<file path="src/rtl/axi_master_bridge_pkg.sv">
// Shared definitions for the AXI master bridge.
// Contents:
//   - read and write FSM state encodings
//   - fixed AXI4 burst attributes (single 8-byte INCR beat)
//   - response code helper
//   - requester id tags used by the cache/uncache arbiter
package axi_master_bridge_pkg;

  typedef enum logic [1:0] {
    R_IDLE = 2'd0,
    R_ADDR = 2'd1,
    R_DATA = 2'd2,
    R_DONE = 2'd3
  } rd_state_e;

  typedef enum logic [1:0] {
    W_IDLE = 2'd0,
    W_REQ  = 2'd1,
    W_RESP = 2'd2,
    W_DONE = 2'd3
  } wr_state_e;

  localparam logic [2:0] SIZE_8B    = 3'b011;
  localparam logic [1:0] BURST_INCR = 2'b01;
  localparam logic [1:0] RESP_OKAY  = 2'b00;
  localparam logic [7:0] LEN_SINGLE = 8'd0;

  localparam int ID_ICACHE  = 0;
  localparam int ID_DCACHE  = 1;
  localparam int ID_UNCACHE = 2;

  // Any response other than OKAY (EXOKAY, SLVERR, DECERR) counts as a bus error.
  function automatic logic resp_is_err(input logic [1:0] resp);
    return resp != RESP_OKAY;
  endfunction

endpackage

</file>
<file path="src/rtl/axi_master_wr_ch.sv">
// Write channel of the AXI master bridge.
// Accepts a level-held write request, issues one single-beat AW+W pair,
// waits for the B response and pulses w_refresh_o once.
// Ports:
//   clk, rst                       clock, async active-high reset
//   aw_e_i/aw_addr_i/w_data_i/w_mask_i   write request from the arbiter
//   w_refresh_o                    one-cycle write-complete pulse
//   wr_err_o                       single-cycle flag: non-OKAY BRESP accepted
//   axi_aw*/axi_w*/axi_b*          AXI4 write address, data and response channels
module axi_master_wr_ch
  import axi_master_bridge_pkg::*;
#(
  parameter int ADDR_W = 32,
  parameter int DATA_W = 64,
  parameter int ID_W   = 4
) (
  input  logic                clk,
  input  logic                rst,
  input  logic                aw_e_i,
  input  logic [ADDR_W-1:0]   aw_addr_i,
  input  logic [DATA_W-1:0]   w_data_i,
  input  logic [DATA_W/8-1:0] w_mask_i,
  output logic                w_refresh_o,
  output logic                wr_err_o,
  output logic                axi_awvalid,
  input  logic                axi_awready,
  output logic [ADDR_W-1:0]   axi_awaddr,
  output logic [ID_W-1:0]     axi_awid,
  output logic [7:0]          axi_awlen,
  output logic [2:0]          axi_awsize,
  output logic [1:0]          axi_awburst,
  output logic                axi_wvalid,
  input  logic                axi_wready,
  output logic [DATA_W-1:0]   axi_wdata,
  output logic [DATA_W/8-1:0] axi_wstrb,
  output logic                axi_wlast,
  input  logic                axi_bvalid,
  output logic                axi_bready,
  input  logic [1:0]          axi_bresp
);

  wr_state_e             state_q, state_d;
  logic                  aw_done_q, aw_done_d;
  logic                  w_done_q, w_done_d;
  logic [ADDR_W-1:0]     addr_q, addr_d;
  logic [DATA_W-1:0]     data_q, data_d;
  logic [DATA_W/8-1:0]   mask_q, mask_d;

  // Each valid is held from W_REQ entry until its own handshake; the done
  // flags are registered so neither valid looks at a ready combinationally.
  assign axi_awvalid = (state_q == W_REQ) && !aw_done_q;
  assign axi_wvalid  = (state_q == W_REQ) && !w_done_q;
  assign axi_wlast   = axi_wvalid;
  assign axi_bready  = (state_q == W_RESP);
  assign w_refresh_o = (state_q == W_DONE);

  assign axi_awaddr  = addr_q;
  assign axi_wdata   = data_q;
  assign axi_wstrb   = mask_q;
  // Writes carry no requester tag, so the AXI id is fixed at zero.
  assign axi_awid    = '0;
  assign axi_awlen   = LEN_SINGLE;
  assign axi_awsize  = SIZE_8B;
  assign axi_awburst = BURST_INCR;

  // Next-state logic: AW and W complete in any order, RESP once both are done.
  always_comb begin
    state_d   = state_q;
    aw_done_d = aw_done_q;
    w_done_d  = w_done_q;
    addr_d    = addr_q;
    data_d    = data_q;
    mask_d    = mask_q;
    wr_err_o  = 1'b0;
    case (state_q)
      W_IDLE: begin
        if (aw_e_i) begin
          addr_d    = aw_addr_i;
          data_d    = w_data_i;
          mask_d    = w_mask_i;
          aw_done_d = 1'b0;
          w_done_d  = 1'b0;
          state_d   = W_REQ;
        end
      end
      W_REQ: begin
        aw_done_d = aw_done_q | (axi_awvalid & axi_awready);
        w_done_d  = w_done_q | (axi_wvalid & axi_wready);
        if (aw_done_d && w_done_d) begin
          state_d = W_RESP;
        end
      end
      W_RESP: begin
        if (axi_bvalid) begin
          wr_err_o = resp_is_err(axi_bresp);
          state_d  = W_DONE;
        end
      end
      W_DONE:  state_d = W_IDLE;
      default: state_d = W_IDLE;
    endcase
  end

  // State and captured request registers.
  always_ff @(posedge clk or posedge rst) begin
    if (rst) begin
      state_q   <= W_IDLE;
      aw_done_q <= 1'b0;
      w_done_q  <= 1'b0;
      addr_q    <= '0;
      data_q    <= '0;
      mask_q    <= '0;
    end else begin
      state_q   <= state_d;
      aw_done_q <= aw_done_d;
      w_done_q  <= w_done_d;
      addr_q    <= addr_d;
      data_q    <= data_d;
      mask_q    <= mask_d;
    end
  end

endmodule

</file>
<file path="src/rtl/axi_master_bridge.sv">
// AXI master bridge: turns the arbiter's level-held read/write requests into
// single-beat 64-bit AXI4 transactions. Read and write run independently.
// Ports:
//   clk, rst                          clock, async active-high reset
//   ar_e_i/ar_id_i/ar_addr_i          read request; r_data_o/r_id_o/r_refresh_o reply
//   aw_e_i/aw_addr_i/w_data_i/w_mask_i write request; w_refresh_o reply
//   bus_err_o                         sticky flag for any non-OKAY RRESP/BRESP
//   axi_*                             AXI4 master interface
module axi_master_bridge
  import axi_master_bridge_pkg::*;
#(
  parameter int ADDR_W = 32,
  parameter int DATA_W = 64,
  parameter int ID_W   = 4
) (
  input  logic                clk,
  input  logic                rst,
  input  logic                ar_e_i,
  input  logic [ID_W-1:0]     ar_id_i,
  input  logic [ADDR_W-1:0]   ar_addr_i,
  output logic [DATA_W-1:0]   r_data_o,
  output logic [ID_W-1:0]     r_id_o,
  output logic                r_refresh_o,
  input  logic                aw_e_i,
  input  logic [ADDR_W-1:0]   aw_addr_i,
  input  logic [DATA_W-1:0]   w_data_i,
  input  logic [DATA_W/8-1:0] w_mask_i,
  output logic                w_refresh_o,
  output logic                bus_err_o,
  output logic                axi_arvalid,
  input  logic                axi_arready,
  output logic [ADDR_W-1:0]   axi_araddr,
  output logic [ID_W-1:0]     axi_arid,
  output logic [7:0]          axi_arlen,
  output logic [2:0]          axi_arsize,
  output logic [1:0]          axi_arburst,
  input  logic                axi_rvalid,
  output logic                axi_rready,
  input  logic [DATA_W-1:0]   axi_rdata,
  input  logic [1:0]          axi_rresp,
  input  logic                axi_rlast,
  output logic                axi_awvalid,
  input  logic                axi_awready,
  output logic [ADDR_W-1:0]   axi_awaddr,
  output logic [ID_W-1:0]     axi_awid,
  output logic [7:0]          axi_awlen,
  output logic [2:0]          axi_awsize,
  output logic [1:0]          axi_awburst,
  output logic                axi_wvalid,
  input  logic                axi_wready,
  output logic [DATA_W-1:0]   axi_wdata,
  output logic [DATA_W/8-1:0] axi_wstrb,
  output logic                axi_wlast,
  input  logic                axi_bvalid,
  output logic                axi_bready,
  input  logic [1:0]          axi_bresp
);

  rd_state_e           rd_state_q, rd_state_d;
  logic [ADDR_W-1:0]   ar_addr_q, ar_addr_d;
  logic [ID_W-1:0]     ar_id_q, ar_id_d;
  logic [DATA_W-1:0]   r_data_q, r_data_d;
  logic                bus_err_q, bus_err_d;
  logic                rd_err;
  logic                wr_err;

  // Every read is a single beat, so RLAST always accompanies the only beat
  // and carries no extra information.
  logic unused_rlast;
  assign unused_rlast = axi_rlast;

  assign axi_arvalid = (rd_state_q == R_ADDR);
  assign axi_rready  = (rd_state_q == R_DATA);
  assign r_refresh_o = (rd_state_q == R_DONE);
  assign axi_araddr  = ar_addr_q;
  assign axi_arid    = ar_id_q;
  assign axi_arlen   = LEN_SINGLE;
  assign axi_arsize  = SIZE_8B;
  assign axi_arburst = BURST_INCR;
  assign r_data_o    = r_data_q;
  // RID from the interconnect is ignored; only one read is ever outstanding.
  assign r_id_o      = ar_id_q;
  assign bus_err_o   = bus_err_q;

  // Read FSM next-state: request is latched in IDLE and then ignored until done.
  always_comb begin
    rd_state_d = rd_state_q;
    ar_addr_d  = ar_addr_q;
    ar_id_d    = ar_id_q;
    r_data_d   = r_data_q;
    rd_err     = 1'b0;
    case (rd_state_q)
      R_IDLE: begin
        if (ar_e_i) begin
          ar_addr_d  = ar_addr_i;
          ar_id_d    = ar_id_i;
          rd_state_d = R_ADDR;
        end
      end
      R_ADDR: begin
        if (axi_arready) rd_state_d = R_DATA;
      end
      R_DATA: begin
        if (axi_rvalid) begin
          r_data_d   = axi_rdata;
          rd_err     = resp_is_err(axi_rresp);
          rd_state_d = R_DONE;
        end
      end
      R_DONE:  rd_state_d = R_IDLE;
      default: rd_state_d = R_IDLE;
    endcase
  end

  // Error flag is sticky; only reset clears it.
  always_comb begin
    bus_err_d = bus_err_q | rd_err | wr_err;
  end

  // Read-side and error registers.
  always_ff @(posedge clk or posedge rst) begin
    if (rst) begin
      rd_state_q <= R_IDLE;
      ar_addr_q  <= '0;
      ar_id_q    <= '0;
      r_data_q   <= '0;
      bus_err_q  <= 1'b0;
    end else begin
      rd_state_q <= rd_state_d;
      ar_addr_q  <= ar_addr_d;
      ar_id_q    <= ar_id_d;
      r_data_q   <= r_data_d;
      bus_err_q  <= bus_err_d;
    end
  end

  axi_master_wr_ch #(
    .ADDR_W (ADDR_W),
    .DATA_W (DATA_W),
    .ID_W   (ID_W)
  ) u_wr_ch (
    .clk         (clk),
    .rst         (rst),
    .aw_e_i      (aw_e_i),
    .aw_addr_i   (aw_addr_i),
    .w_data_i    (w_data_i),
    .w_mask_i    (w_mask_i),
    .w_refresh_o (w_refresh_o),
    .wr_err_o    (wr_err),
    .axi_awvalid (axi_awvalid),
    .axi_awready (axi_awready),
    .axi_awaddr  (axi_awaddr),
    .axi_awid    (axi_awid),
    .axi_awlen   (axi_awlen),
    .axi_awsize  (axi_awsize),
    .axi_awburst (axi_awburst),
    .axi_wvalid  (axi_wvalid),
    .axi_wready  (axi_wready),
    .axi_wdata   (axi_wdata),
    .axi_wstrb   (axi_wstrb),
    .axi_wlast   (axi_wlast),
    .axi_bvalid  (axi_bvalid),
    .axi_bready  (axi_bready),
    .axi_bresp   (axi_bresp)
  );

endmodule

</file>
<file path="config.mk">
export PLATFORM = sky130hd
export DESIGN_NAME = axi_master_bridge
export DESIGN_NICKNAME = d
export VERILOG_FILES = /design/src/rtl/axi_master_bridge_pkg.sv /design/src/rtl/axi_master_wr_ch.sv /design/src/rtl/axi_master_bridge.sv
export SDC_FILE = /design/constraint.sdc
export NUM_CORES = 1
export LEC_CHECK = 0
export BUFFER_PORTS_ARGS = -buffer_cell sky130_fd_sc_hd__buf_2
export CAP_MARGIN = 20
export CORE_AREA = 2 2 180 182
export DETAILED_ROUTE_END_ITERATION = 10
export DIE_AREA = 0 0 182 184
export PLACE_DENSITY_LB_ADDON = 0.08
export SKIP_LAST_GASP = 1
export SYNTH_ARGS = -nofsm -noshare
export SYNTH_HDL_FRONTEND = slang
export SYNTH_HIERARCHICAL = 1
export SYNTH_SLANG_ARGS = --single-unit
</file>
<file path="constraint.sdc">
create_clock -name clk -period 6.35 [get_ports clk]
set_input_delay 0.3175 -clock clk [delete_from_list [all_inputs] [get_ports clk]]
set_output_delay 0.3175 -clock clk [all_outputs]
set_load 0.01 [all_outputs]
</file>
==> flow_summary.json <==
{
  "die_h_um": 184,
  "ant_nets": 0,
  "final_cell_mix": "433 x buf_2, 211 x dfrtp_1, 204 x mux2_2",
  "root_buffer": "clkbuf_16",
  "core-area_um2": 31400,
  "rsz0062_at_grt": "false",
  "drive_gt1_share_pct": 61.0,
  "port_buffers": 433,
  "status": "complete, no violations",
  "drv_slew": 0,
  "end_kind": "register",
  "maxSlewHeadroom_pct": 41.6,
  "layout_commonest_cell": "buf_2",
  "timing.setup.tns_ns": 0,
  "clk_pin_slew_ns": 0.06,
  "synth_compound_gate_area_share_pct": 0.886,
  "critPathArrivalTime_ns": 2.98,
  "synthMuxAreaShare_pct": 28.1,
  "drc": 0,
  "p_leak_uw": 0.00649,
  "synth_top_family_by_area": "multiplexers",
  "cpLargestDelayFamily": "buffers and inverters",
  "nNetsFinal": 1337,
  "hp-class": "primary input to register",
  "synth_area_um2": 8340,
  "grt_antenna_before_repair": 2,
  "drv_cap": 0,
  "numClockSinks": 211,
  "grt_pass1_vias": 6565,
  "p_total_uw": 6300,
  "synth_cells": 521,
  "synth-seq-cells": 211,
  "syn_to_final_growth_pct": 57.5,
  "clock_path_buffers": 3,
  "gp_congestion": 0.702,
  "max_stage_delay_ns": 0.74,
  "avgSynthCellArea_um2": 16.0,
  "grt_pass1_wl_mm": 36.4,
  "path_max_fanout": 60,
  "synth_top_area_cell": "dfrtp_1",
  "seq_area_frac_synth_pct": 63.3,
  "skew_ns": 0.00812,
  "synth.lib_cells_used.distinct": 21,
  "dieWidth_um": 182,
  "vdd_ir_drop_max_uv": 267,
  "path_cells": "inv_1 -> ha_1 -> nand2_4 -> buf_4 -> mux2_2",
  "ys_top_cells_by_area": "dfrtp_1 63%, mux2_2 28%, buf_4 3.2%",
  "finalCritPeriodShare_pct": 40.5,
  "path_class": "register to register",
  "cts_buffers": 26,
  "crit_path_top_delay_cell": "buf_4",
  "grt_overflow_total": 0,
  "fin_crit_ns": 2.57,
  "cts_tree": "built",
  "hold_viol_final": 0,
  "synth_xor_area_share_pct": 0,
  "startpoint_type": "register",
  "grt_max_degree": 66,
  "fin_util_pct": 41.8,
  "wl_per_cell_um": 15.8,
  "clkLatencyLatePin_ns": 0.52,
  "critical_path_required_ns": 6.76,
  "viasPerCell": 4.06,
  "postCtsSetupRepairBufs": 0,
  "wirelength_mm": 24.2,
  "synthAdderAreaFrac_pct": 1.65,
  "vias": 6205,
  "hold_slack_ns": 0.0296,
  "yosysTopAreaCellShare_pct": 63.3,
  "dr.first_iter.drc_count": 144,
  "yosysWarnings": 6,
  "synthSimpleGateAreaFrac_pct": 0.540,
  "grt_use_total_pct": 13.7,
  "max_freq_mhz": 389,
  "num_antenna_cells": 0,
  "initial_core_util_pct": 26.6,
  "path_buf_inv": 2,
  "hpwlAfterDp_mm": 17.2,
  "dieArea_um2": 33500,
  "num_rows": 65,
  "pin_count": 465,
  "setup_viol": 0,
  "powerDensity_nw_per_um2": 480,
  "htreeDepth": 1,
  "tightest_slew_ns": 0.876,
  "drtPass1Iterations": 4
}
state kept, by name, summed over array words and instances (netlist names):
signal,flops
axi_araddr,32
axi_arid,4
bus_err_o,1
r_data_o,64
rd_state_q,2
u_wr_ch/aw_done_q,1
u_wr_ch/axi_awaddr,32
u_wr_ch/axi_wdata,64
u_wr_ch/axi_wstrb,8
u_wr_ch/state_q,2
u_wr_ch/w_done_q,1
stage by stage:
stage | cell area [µm²] | setup WS (ns) | std cells
after detailed placement | 10800 | 3.73 | 1332
after CTS | 13100 | 3.71 | 1529
after floorplan | 8430 | 3.19 | 547
after global routing | 13100 | 3.59 | 1529
final | 13100 | 3.78 | 1529
after global placement | 10800 | 3.70 | 1332
final timing paths:
kind,startpoint,to,slack (ns),cells after the start
worst max-delay path,u_wr_ch/state_q[0]$_DFFE_PP0P_,u_wr_ch/axi_wdata[54]$_DFFE_PP0P_,3.78,5
worst min-delay path,w_data_i[6],u_wr_ch/axi_wdata[6]$_DFFE_PP0P_,0.03,2
worst max register to register,u_wr_ch/state_q[0]$_DFFE_PP0P_,u_wr_ch/axi_wdata[54]$_DFFE_PP0P_,3.78,5
worst min register to register,bus_err_o$_DFF_PP0_,bus_err_o$_DFF_PP0_,0.47,2
max in group asynchronous,rst,u_wr_ch/axi_wdata[63]$_DFFE_PP0P_,4.59,4
min in group asynchronous,rst,r_data_o[18]$_DFFE_PP0P_,0.44,3
area by class of cell:
| cell class | instances | area (µm²) |
|---|---|---|
| Multi-Input combinational cell | 270 | 2720 |
| Timing Repair Buffer | 588 | 3710 |
| Tap cell | 402 | 503 |
| Inverter | 11 | 46.3 |
| Clock buffer | 42 | 822 |
| Sequential cell | 211 | 5280 |
| Fill cell | 3057 | 18300 |
| Clock inverter | 5 | 52.6 |
logic make-up (layout without fill, tap and decap cells):
kind of cell	after synthesis	in the layout
mux	208	208
other cells	4	30
fa+ha+maj	11	11
simple gates	10	10
buf+inv	66	646
compound gates	11	11
flops	211	211
cell usage after synthesis:
| cell | n |
|---|---|
| conb_1 | 4 |
| buf_4 | 36 |
| o211ai_1 | 1 |
| buf_2 | 13 |
| mux2i_1 | 2 |
| o211a_1 | 1 |
| mux2_2 | 204 |
| o22ai_1 | 1 |
| inv_1 | 10 |
| dfrtp_1 | 211 |
| o21ai_0 | 2 |
| nand2b_1 | 1 |
| nand2_1 | 4 |
| mux2_1 | 2 |
| buf_6 | 6 |
| ha_1 | 11 |
| nor2b_1 | 2 |
| nor2_1 | 3 |
| a21oi_1 | 4 |
| a222oi_1 | 2 |
| inv_2 | 1 |
power breakdown:
part           internal, µW  switching [µW]  total, µW
sequential             2040             310       2350
clock                   919             572       1490
combinational          1280            1180       2460
layer usage:
layer | vias up | track usage [%] | share of wire [%]
li1 | 2909 | - | -
met1 | 2959 | 15.3 | 38
met2 | 296 | 24.3 | 49
met3 | 39 | 5.55 | 10
met4 | 2 | 3.94 | 2.7
met5 | - | 0 | 0.054
repair_timing:
item,4_1_cts,5_1_grt
hold endpoints to repair,236,0
hold buffers,150,0
resized for setup,0,0
endpoints found under the setup margin,0,0
(Power assumes the default switching activity.)
